$ cat src/rtl/reg_dump.sv
// reg_dump: debug readout engine for the register file test read port.
//
// On a start pulse it walks the test address from the first register to LAST.
// Each word is captured from the combinational read port, then offered on a
// valid/ready stream tagged with its register index.
//
// Optional feature: define REG_DUMP_SKIP_ZERO_EN to start the walk at index 1,
// because register 0 is hardwired to zero.
//
// Ports:
//   clk        system clock, rising edge
//   rst        synchronous active-high reset
//   start      dump request, sampled only in IDLE
//   ratest     address to the register file test port
//   rdtest     combinational read data for ratest
//   out_valid  payload below is valid
//   out_ready  consumer accepts the word when high together with out_valid
//   out_data   captured register value
//   out_addr   index of the captured register
//   out_last   current word is the final word of the dump
//   busy       high in LOAD, SEND and DONE
//   done       one-cycle pulse after the final handshake
module reg_dump #(
  parameter int unsigned AW   = 5,
  parameter int unsigned DW   = 32,
  parameter int unsigned LAST = 31
) (
  input  logic          clk,
  input  logic          rst,
  input  logic          start,
  output logic [AW-1:0] ratest,
  input  logic [DW-1:0] rdtest,
  output logic          out_valid,
  input  logic          out_ready,
  output logic [DW-1:0] out_data,
  output logic [AW-1:0] out_addr,
  output logic          out_last,
  output logic          busy,
  output logic          done
);

`ifdef REG_DUMP_SKIP_ZERO_EN
  localparam logic [AW-1:0] FirstIdx = AW'(1);
`else
  localparam logic [AW-1:0] FirstIdx = '0;
`endif
  localparam logic [AW-1:0] LastIdx = AW'(LAST);

  typedef enum logic [1:0] {StIdle, StLoad, StSend, StDone} state_e;

  state_e        state_q, state_d;
  logic [AW-1:0] ptr_q, ptr_d;
  logic [DW-1:0] data_q, data_d;
  logic [AW-1:0] addr_q, addr_d;
  logic          last_q, last_d;

  always_comb begin
    state_d = state_q;
    ptr_d   = ptr_q;
    data_d  = data_q;
    addr_d  = addr_q;
    last_d  = last_q;
    unique case (state_q)
      StIdle: begin
        ptr_d = FirstIdx;
        if (start) begin
          state_d = StLoad;
        end
      end
      StLoad: begin
        // Each word is a live read; there is no snapshot of the whole file.
        data_d  = rdtest;
        addr_d  = ptr_q;
        last_d  = (ptr_q == LastIdx);
        state_d = StSend;
      end
      StSend: begin
        if (out_ready) begin
          if (last_q) begin
            state_d = StDone;
          end else begin
            // Never reached past LastIdx, so ptr cannot wrap.
            ptr_d   = ptr_q + AW'(1);
            state_d = StLoad;
          end
        end
      end
      StDone: begin
        ptr_d   = FirstIdx;
        state_d = StIdle;
      end
      default: begin
        state_d = StIdle;
        ptr_d   = FirstIdx;
      end
    endcase
  end

  always_ff @(posedge clk) begin
    if (rst) begin
      state_q <= StIdle;
      ptr_q   <= FirstIdx;
      data_q  <= '0;
      addr_q  <= '0;
      last_q  <= 1'b0;
    end else begin
      state_q <= state_d;
      ptr_q   <= ptr_d;
      data_q  <= data_d;
      addr_q  <= addr_d;
      last_q  <= last_d;
    end
  end

  assign ratest    = ptr_q;
  assign out_valid = (state_q == StSend);
  assign out_data  = data_q;
  assign out_addr  = addr_q;
  assign out_last  = last_q;
  assign busy      = (state_q != StIdle);
  assign done      = (state_q == StDone);

endmodule
$ cat config.mk
export PLATFORM = sky130hd
export DESIGN_NAME = reg_dump
export DESIGN_NICKNAME = d
export VERILOG_FILES = /design/src/rtl/reg_dump.sv
export SDC_FILE = /design/constraint.sdc
export NUM_CORES = 1
export LEC_CHECK = 0
export BUFFER_PORTS_ARGS = -buffer_cell sky130_fd_sc_hd__buf_2
export CORE_AREA = 8 8 79 81
export CTS_CLUSTER_DIAMETER = 30
export DETAILED_ROUTE_END_ITERATION = 8
export DIE_AREA = 0 0 87 89
export PLACE_DENSITY = 0.7
export REMOVE_ABC_BUFFERS = 1
export SLEW_MARGIN = 25
export SYNTH_ARGS = -nofsm -noshare
export SYNTH_HDL_FRONTEND = slang
export SYNTH_SLANG_ARGS = --single-unit
$ cat constraint.sdc
create_clock -name clk -period 3.4 [get_ports clk]
set_clock_uncertainty 0.05 [all_clocks]
set_input_delay 0.17 -clock clk [delete_from_list [all_inputs] [get_ports clk]]
set_output_delay 0.17 -clock clk [all_outputs]
set_load 0.01 [all_outputs]
## Word-level counts from Yosys, hierarchy flattened

Cells that the tools add are included.

| storage, ports and cells | value |
|---|---|
| bits of input ports | 36 |
| bits in read-only memories | 0 |
| memories kept | 0 |
| latch bits | 0 |
| register bits | 45 |
| word-level logic and storage cells | 26 |
| memory bits (writable) | 0 |
| output and inout port bits | 46 |

| cells by class | value |
|---|---|
| divide/modulo/power cells | 0 |
| bitwise operators | 0 |
| add/subtract/negate cells | 1 |
| reductions and logical operators | 6 |
| shifts and indexed selects | 0 |
| $lt $le $gt $ge | 0 |
| equality and inequality tests | 7 |
| multipliers | 0 |
| muxes and demuxes | 7 |

Operator list:

| cell | number |
|---|---|
| $mux W5 | 2 |
| $pmux W5 S2 | 1 |
| $pmux W2 S4 | 1 |
| $mux W2 | 3 |
| $add A5 B1 Y5 const B | 1 |
| $eq A5 B5 Y1 const B | 1 |
| $eq A2 B2 Y1 const B | 2 |
| $ne A2 B2 Y1 const B | 2 |
| $reduce_bool A2 Y1 | 2 |
| $reduce_and A3 Y1 | 1 |
| $eq A2 B1 Y1 const B | 1 |
| $logic_not A2 Y1 | 1 |
| $ne A2 B1 Y1 const B | 1 |
| $reduce_and A2 Y1 | 1 |
| $reduce_or A2 Y1 | 1 |

## Logic depth before layout (Yosys ltp)

Gate-level depths: netlist (run 1).

| depth | value |
|---|---|
| depth in word-level cells | 4 |
| depth in mapped cells | 6 |
| depth with buffers taken out | 6 |

## Worst setup path after synthesis (run 1)

Ideal clock, no wire load.

| timing | value |
|---|---|
| kind | register to register |
| from | register state_q[0] |
| to | register ptr_q[1] (netlist: ratest[1]) |
| arrival | 1.648 ns |
| slack | 1.631 ns |
| library setup time | 0.071 ns |
| stages on the path, launching flop included | 7 |
| path buffers | 1 |
| clock period less this slack | 1.769 ns |
| cells stage by stage | dfxtp_1 > inv_1 > ha_1 > and2_4 > buf_6 > or4_1 > a21oi_1 |

| between the ends | value |
|---|---|
| elaborated cells on any way between the ends | 9 |
| classes of those cells | eq/ne: 4; mux: 1; reduce/logical: 4 |

RTL lines:

| what | RTL line | RTL |
|---|---|---|
| start, declared | 51 | `state_e state_q, state_d;` |
| start signal, assigned | 101 | `state_q <= StIdle;` |
| start signal, assigned | 107 | `state_q <= state_d;` |
| $eq A2 B2 Y1 * | -- |  |
| via out_valid | 33 | `output logic out_valid,` |
| $ne A2 B2 Y1 (no line), or another cell as far along | -- |  |
| $reduce_and A3 Y1 (no line) | -- |  |
| end signal, assigned | 102 | `ptr_q <= FirstIdx;` |
| end signal, assigned | 108 | `ptr_q <= ptr_d;` |
| end, declared | 52 | `logic [AW-1:0] ptr_q, ptr_d;` |

The timed path passes the listed nets; every way through them passes the cells marked *.
A chain may end at the register's enable or synchronous reset.

## Worst setup path after layout (run 1)

| timing | value |
|---|---|
| from | register state_q[1] |
| to | register data_q[19] (netlist: out_data[19]) |

| between the ends | value |
|---|---|
| word-level cells in the longest chain between the ends | 1 |

Ends and longest elaborated chain:

| what | RTL line | RTL |
|---|---|---|
| $eq A2 B1 Y1 | 63 | `unique case (state_q)` |
| end signal, assigned | 109 | `data_q <= data_d;` |
| end, declared | 53 | `logic [DW-1:0] data_q, data_d;` |

Every way passes these cells.

==> out/qor.yml, run 1 <==
outcome:
  status: "finished, final reports clean"
place:
  io_buffers: 81
  placed_cell_area_mm2: 0.00228
  gp_congestion: 0.783
  dp_slack_ps: 1350
  placedCellCount: 322
  dp_hpwl_mm: 3.23
cells_and_area:
  final_cells: 330
  layout.cells.most_common: "buf_2"
  final_core_util: 0.481
  fin_nets: 303
  drive_gt1_frac: 0.358
  antenna_cells: 0
  final_area_mm2: 0.00239
  final_cell_mix: "buf_2 (81), dfxtp_1 (45), nor2_1 (39), mux2i_1 (38), ha_1 (7)"
  syn_to_final_growth_pct: 30.6
worst_hold_path:
  min_from: "rdtest[11]"
  hp-class: "input port to flip-flop"
pwr:
  power_leakage_nw: 1.17
  pwr_density_cell_mw_per_mm2: 605
  ir_drop_uv: 290
  p_total_mw: 1.45
die:
  die_y_um: 89
  start_util: 0.368
  die_width_um: 87
  die-area_mm2: 0.00774
  ioPinCount: 82
  core_mm2: 0.00498
  placementRows: 26
yosys:
  ys_ff_latch: 45
  synth_warnings: 0
  syn_area_mm2: 0.00183
  syn_inst: 182
  ys_seq_area_frac: 0.491
  synthDistinctLibCells: 27
  postSynthAreaPerCell_um2: 10.1
timing:
  final.setup.tns_ps: 0
  min_period_ps: 2030
  timing.final.crit_share: 0.596
  timing.final.ws_setup_ps: 1370
  timing.fmax_mhz: 493
  hold_violations: 0
  holdWs_ps: 59.3
  rsz0062_at_grt: "false"
  slew_violations: 0
  setup_viol: 0
  slew_headroom: 0.472
  tightest_slew_ps: 791
route:
  vias: 1523
  drc: 0
  wl_per_cell_um: 13.3
  drtIter0Drc: 40
  ant_nets: 0
  wl_mm: 4.40
  vias_per_cell: 4.62
  dr.pass1.iters: 4
critical_path:
  crit_start: "state_q[1]"
  end_kind: "flip-flop"
  cp_max_fo: 20
  crit_path_start_kind: "flip-flop"
  worstPathRequired_ps: 3500
  critical_path_class: "flip-flop to flip-flop"
  reg2reg_from: "state_q[1]"
  r2r_slack_ps: 1370
  worstPathArrival_ps: 2130
global_route:
  first_global_vias: 1559
  antenna_found_initial: 0
  track_usage: 0.113
  grt_max_degree: 46
  grt_overflow: 0
  grt_pass1_wl_mm: 7.07
cts:
  cts_tree: "done"
  htreeDepth: 2
  clk_latency_ps: 290
  cts_setup_buffers: 0
  cts_sinks: 45
  clockBufferDepth: 2
  numCtsBuffers: 5
  ctsHoldBuffers: 0
  cts-root-buf: "clkbuf_8"
  clk_pin_slew_ps: 80
  cts_resized: 0
job:
  maxCapViolations: 0
==> metal layers <==
layer / track usage / vias to the layer above / share of wire
met4: 0.0376 / 0 / 0.010
met2: 0.194 / 58 / 0.44
li1: - / 776 / -
met3: 0.0441 / 6 / 0.080
met1: 0.127 / 683 / 0.47
met5: 0 / - / 0
==> state kept, by name, indices dropped and copies added, names as in the netlist <==
| register | count |
|---|---|
| state_q | 2 |
| out_last | 1 |
| out_data | 32 |
| out_addr | 5 |
| ratest | 5 |
==> kinds of logic after synthesis <==
kind of cell	count (synthesis)	synth area share
simple gates	63	0.160
flops	45	0.491
mux	38	0.208
buf+inv	15	0.0382
compound gates	13	0.0478
fa+ha+maj	8	0.0546
==> cell type report <==
type / instances / area [µm²]
Clock buffer: 7 / 86.3
Clock inverter: 1 / 30.0
Fill cell: 503 / 2580
Inverter: 3 / 11.3
Multi-Input combinational cell: 122 / 865
Sequential cell: 45 / 901
Tap cell: 70 / 87.6
Timing Repair Buffer: 82 / 413
==> worst max-delay path: stages, from the launching register on <==
cell and delay (ps):
dfxtp_1 340, inv_1 140, ha_2 620, buf_4 420
mux2i_1 250, nor2_1 50
==> synthesized netlist by cell type, drive strengths merged <==
| master | instances | area share |
|---|---|---|
| and2b | 1 | 0.0055 |
| clkbuf | 7 | 0.015 |
| inv | 3 | 0.0061 |
| nor2 | 39 | 0.080 |
| mux2i | 38 | 0.21 |
| nand2b | 3 | 0.010 |
| and4 | 1 | 0.0048 |
| dfxtp | 45 | 0.49 |
| a31oi | 3 | 0.010 |
| nor2b | 1 | 0.0034 |
| buf | 5 | 0.017 |
| a311oi | 1 | 0.0048 |
| nor3 | 1 | 0.0027 |
| nor4 | 5 | 0.017 |
| or4 | 2 | 0.0082 |
| a31o | 1 | 0.0048 |
| nand4 | 2 | 0.0068 |
| o32ai | 1 | 0.0048 |
| o21bai | 1 | 0.0041 |
| a21oi | 4 | 0.011 |
| and2 | 1 | 0.0048 |
| and3 | 2 | 0.0068 |
| ha | 8 | 0.055 |
| o31ai | 2 | 0.0082 |
| nand2 | 5 | 0.010 |
==> power breakdown <==
group          switching, mW  leakage [nW]  internal (mW)
clock network          0.173        0.0585          0.240
logic                  0.217         0.748          0.191
registers             0.0367         0.367          0.591
==> final timing paths <==
kind,cells after the start,to
max reg2reg,5,out_data[19]
min,3,out_data[11]
max,5,out_data[19]
min reg2reg,2,out_data[23]
Power figures use the tool's default switching activity.
==> inputs of run 2 (changes only) <==
- PLACE_DENSITY: 0.7 -> 0.73
- clock period: 3.4 -> 1.75 ns (I/O delays scaled with it)
==> out/qor.yml, run 2 (synthesis gave the netlist of run 1 again) <==
outcome:
  status: "complete, but fails checks"
  violations: "hold timing"
cells_and_area:
  drive_gt1_frac: 0.369
  antenna_cells: 0
  layout.cells.most_common: "buf_2"
  syn_to_final_growth_pct: 50.0
  final_area_mm2: 0.00275
  largest_reg_flops: 32
  final_core_util: 0.552
  final_cell_mix: "buf_2 (81), dfxtp_1 (43), nor2_1 (39), mux2i_1 (38), dlygate4sd3_1 (24)"
  fin_nets: 336
  final_cells: 363
route:
  dr_wl_met2_mm: 2.27
  top_layer: "met4"
  met3_wirelength_um: 392
  drtIter0Drc: 42
  vias: 1663
  ant_nets: 0
  vias_per_cell: 4.58
  wl_mm: 4.75
  met1_length_mm: 2.05
  dr.pass1.iters: 4
  drc: 0
  wl_per_cell_um: 13.1
global_route:
  grt_pass1_wl_mm: 7.39
  antenna_found_initial: 0
  first_global_vias: 1652
  grt_max_degree: 39
  track_usage: 0.119
  grt_overflow: 0
critical_path:
  critPathTopFamily: "simple AND/OR/NAND/NOR gates"
  end_kind: "flip-flop"
  critical_path.max_stage_delay_ps: 460
  worstSetupPathDepth: 5
  worstPathRequired_ps: 1910
  cp_max_fo: 6
  crit_path_start_kind: "flip-flop"
  critPathBufInv: 1
  worstPathArrival_ps: 1870
  cp_cell_sequence: "inv_1 > ha_1 > and2b_4 > or4_1 > a21oi_1"
  critical_path_class: "flip-flop to flip-flop"
  rr_worst_depth: 5
  crit_slowest_cell: "or4_1"
die:
  die-area_mm2: 0.00774
  start_util: 0.368
  ioPinCount: 82
  placementRows: 26
  core_mm2: 0.00498
  die_y_um: 89
  die_width_um: 87
timing:
  rsz0062_at_grt: "true"
  tightest_slew_ps: 503
  min_period_ps: 1710
  holdWs_ps: -0.803
  hold_violations: 1
  slew_violations: 0
  timing.fmax_mhz: 586
  timing.final.ws_setup_ps: 42.3
  slew_headroom: 0.664
  setup_viol: 0
  timing.final.crit_share: 0.976
pwr:
  power_leakage_nw: 1.32
  pwr_density_cell_mw_per_mm2: 1070
  ir_drop_uv: 838
worst_hold_path:
  holdPathStages: 3
  hp-class: "input port to flip-flop"
cts:
  clockBufferDepth: 2
  cts_sinks: 45
  cts_tree: "done"
  htreeDepth: 2
  numCtsBuffers: 5
  clk_pin_slew_ps: 80
  cts-root-buf: "clkbuf_8"
  clk_latency_ps: 290
place:
  gp_congestion: 0.792
  io_buffers: 81
  dp_slack_ps: 53.7
  placedCellCount: 330
  dp_hpwl_mm: 3.34
  placed_cell_area_mm2: 0.00235
job:
  maxCapViolations: 0
[run 2: changes by cell type in the layout (fill, tap and decap cells not counted), sizes merged]
| cell | before | now |
|---|---|---|
| buf | 82 | 91 |
| dlygate4sd3 | 0 | 24 |
[run 2: metal layers]
layer,track usage,up-vias
li1,-,847
met1,0.125,750
met3,0.0478,5
met4,0.0344,0
met2,0.216,61
met5,0,-
[run 2: stage by stage]
step / power (mW) / setup TNS, ps
6_report: 2.93 / 0
2_1_floorplan: 1.79 / -20350
5_1_grt: 3.10 / -3.50
4_1_cts: 2.96 / 0
3_3_place_gp: 2.09 / 0
3_5_place_dp: 2.12 / 0
[run 2: power breakdown]
group	leakage [nW]	switching, mW	internal, mW
clock	0.0585	0.329	0.465
combinational	0.890	0.469	0.456
sequential	0.368	0.0616	1.15
total	1.32	0.859	2.07
[run 2: timing repair]
action / 4_1_cts / 5_1_grt
setup buffers: 0 / 1
gates resized for setup: 0 / 7
endpoints found under the hold margin: 24 / 0
hold buffers: 24 / 0
setup endpoints to repair: 0 / 1
[run 2: final cells by class]
type                    count  area (µm²)
flip-flops and latches     45         903
inverters                   3        11.3
clock inverters             1        30.0
well taps                  70        87.6
repair buffers            115         733
multi-input cells         122         897
clock buffers               7        86.3
fillers                   445        2230
[run 2: final timing paths]
check | end | from | slack, ps
hold / removal | out_data[25] | rdtest[25] | -0.8
hold reg to reg | out_data[3] | out_data[3] | 440
setup / recovery | ratest[1] | state_q[1] | 40
setup reg to reg | ratest[1] | state_q[1] | 40
[run 2: tightest hold or removal path: cells and delay by family]
family	cells	cell delay [ps]
buf+inv	1	70
mux	1	60
simple gates	1	80
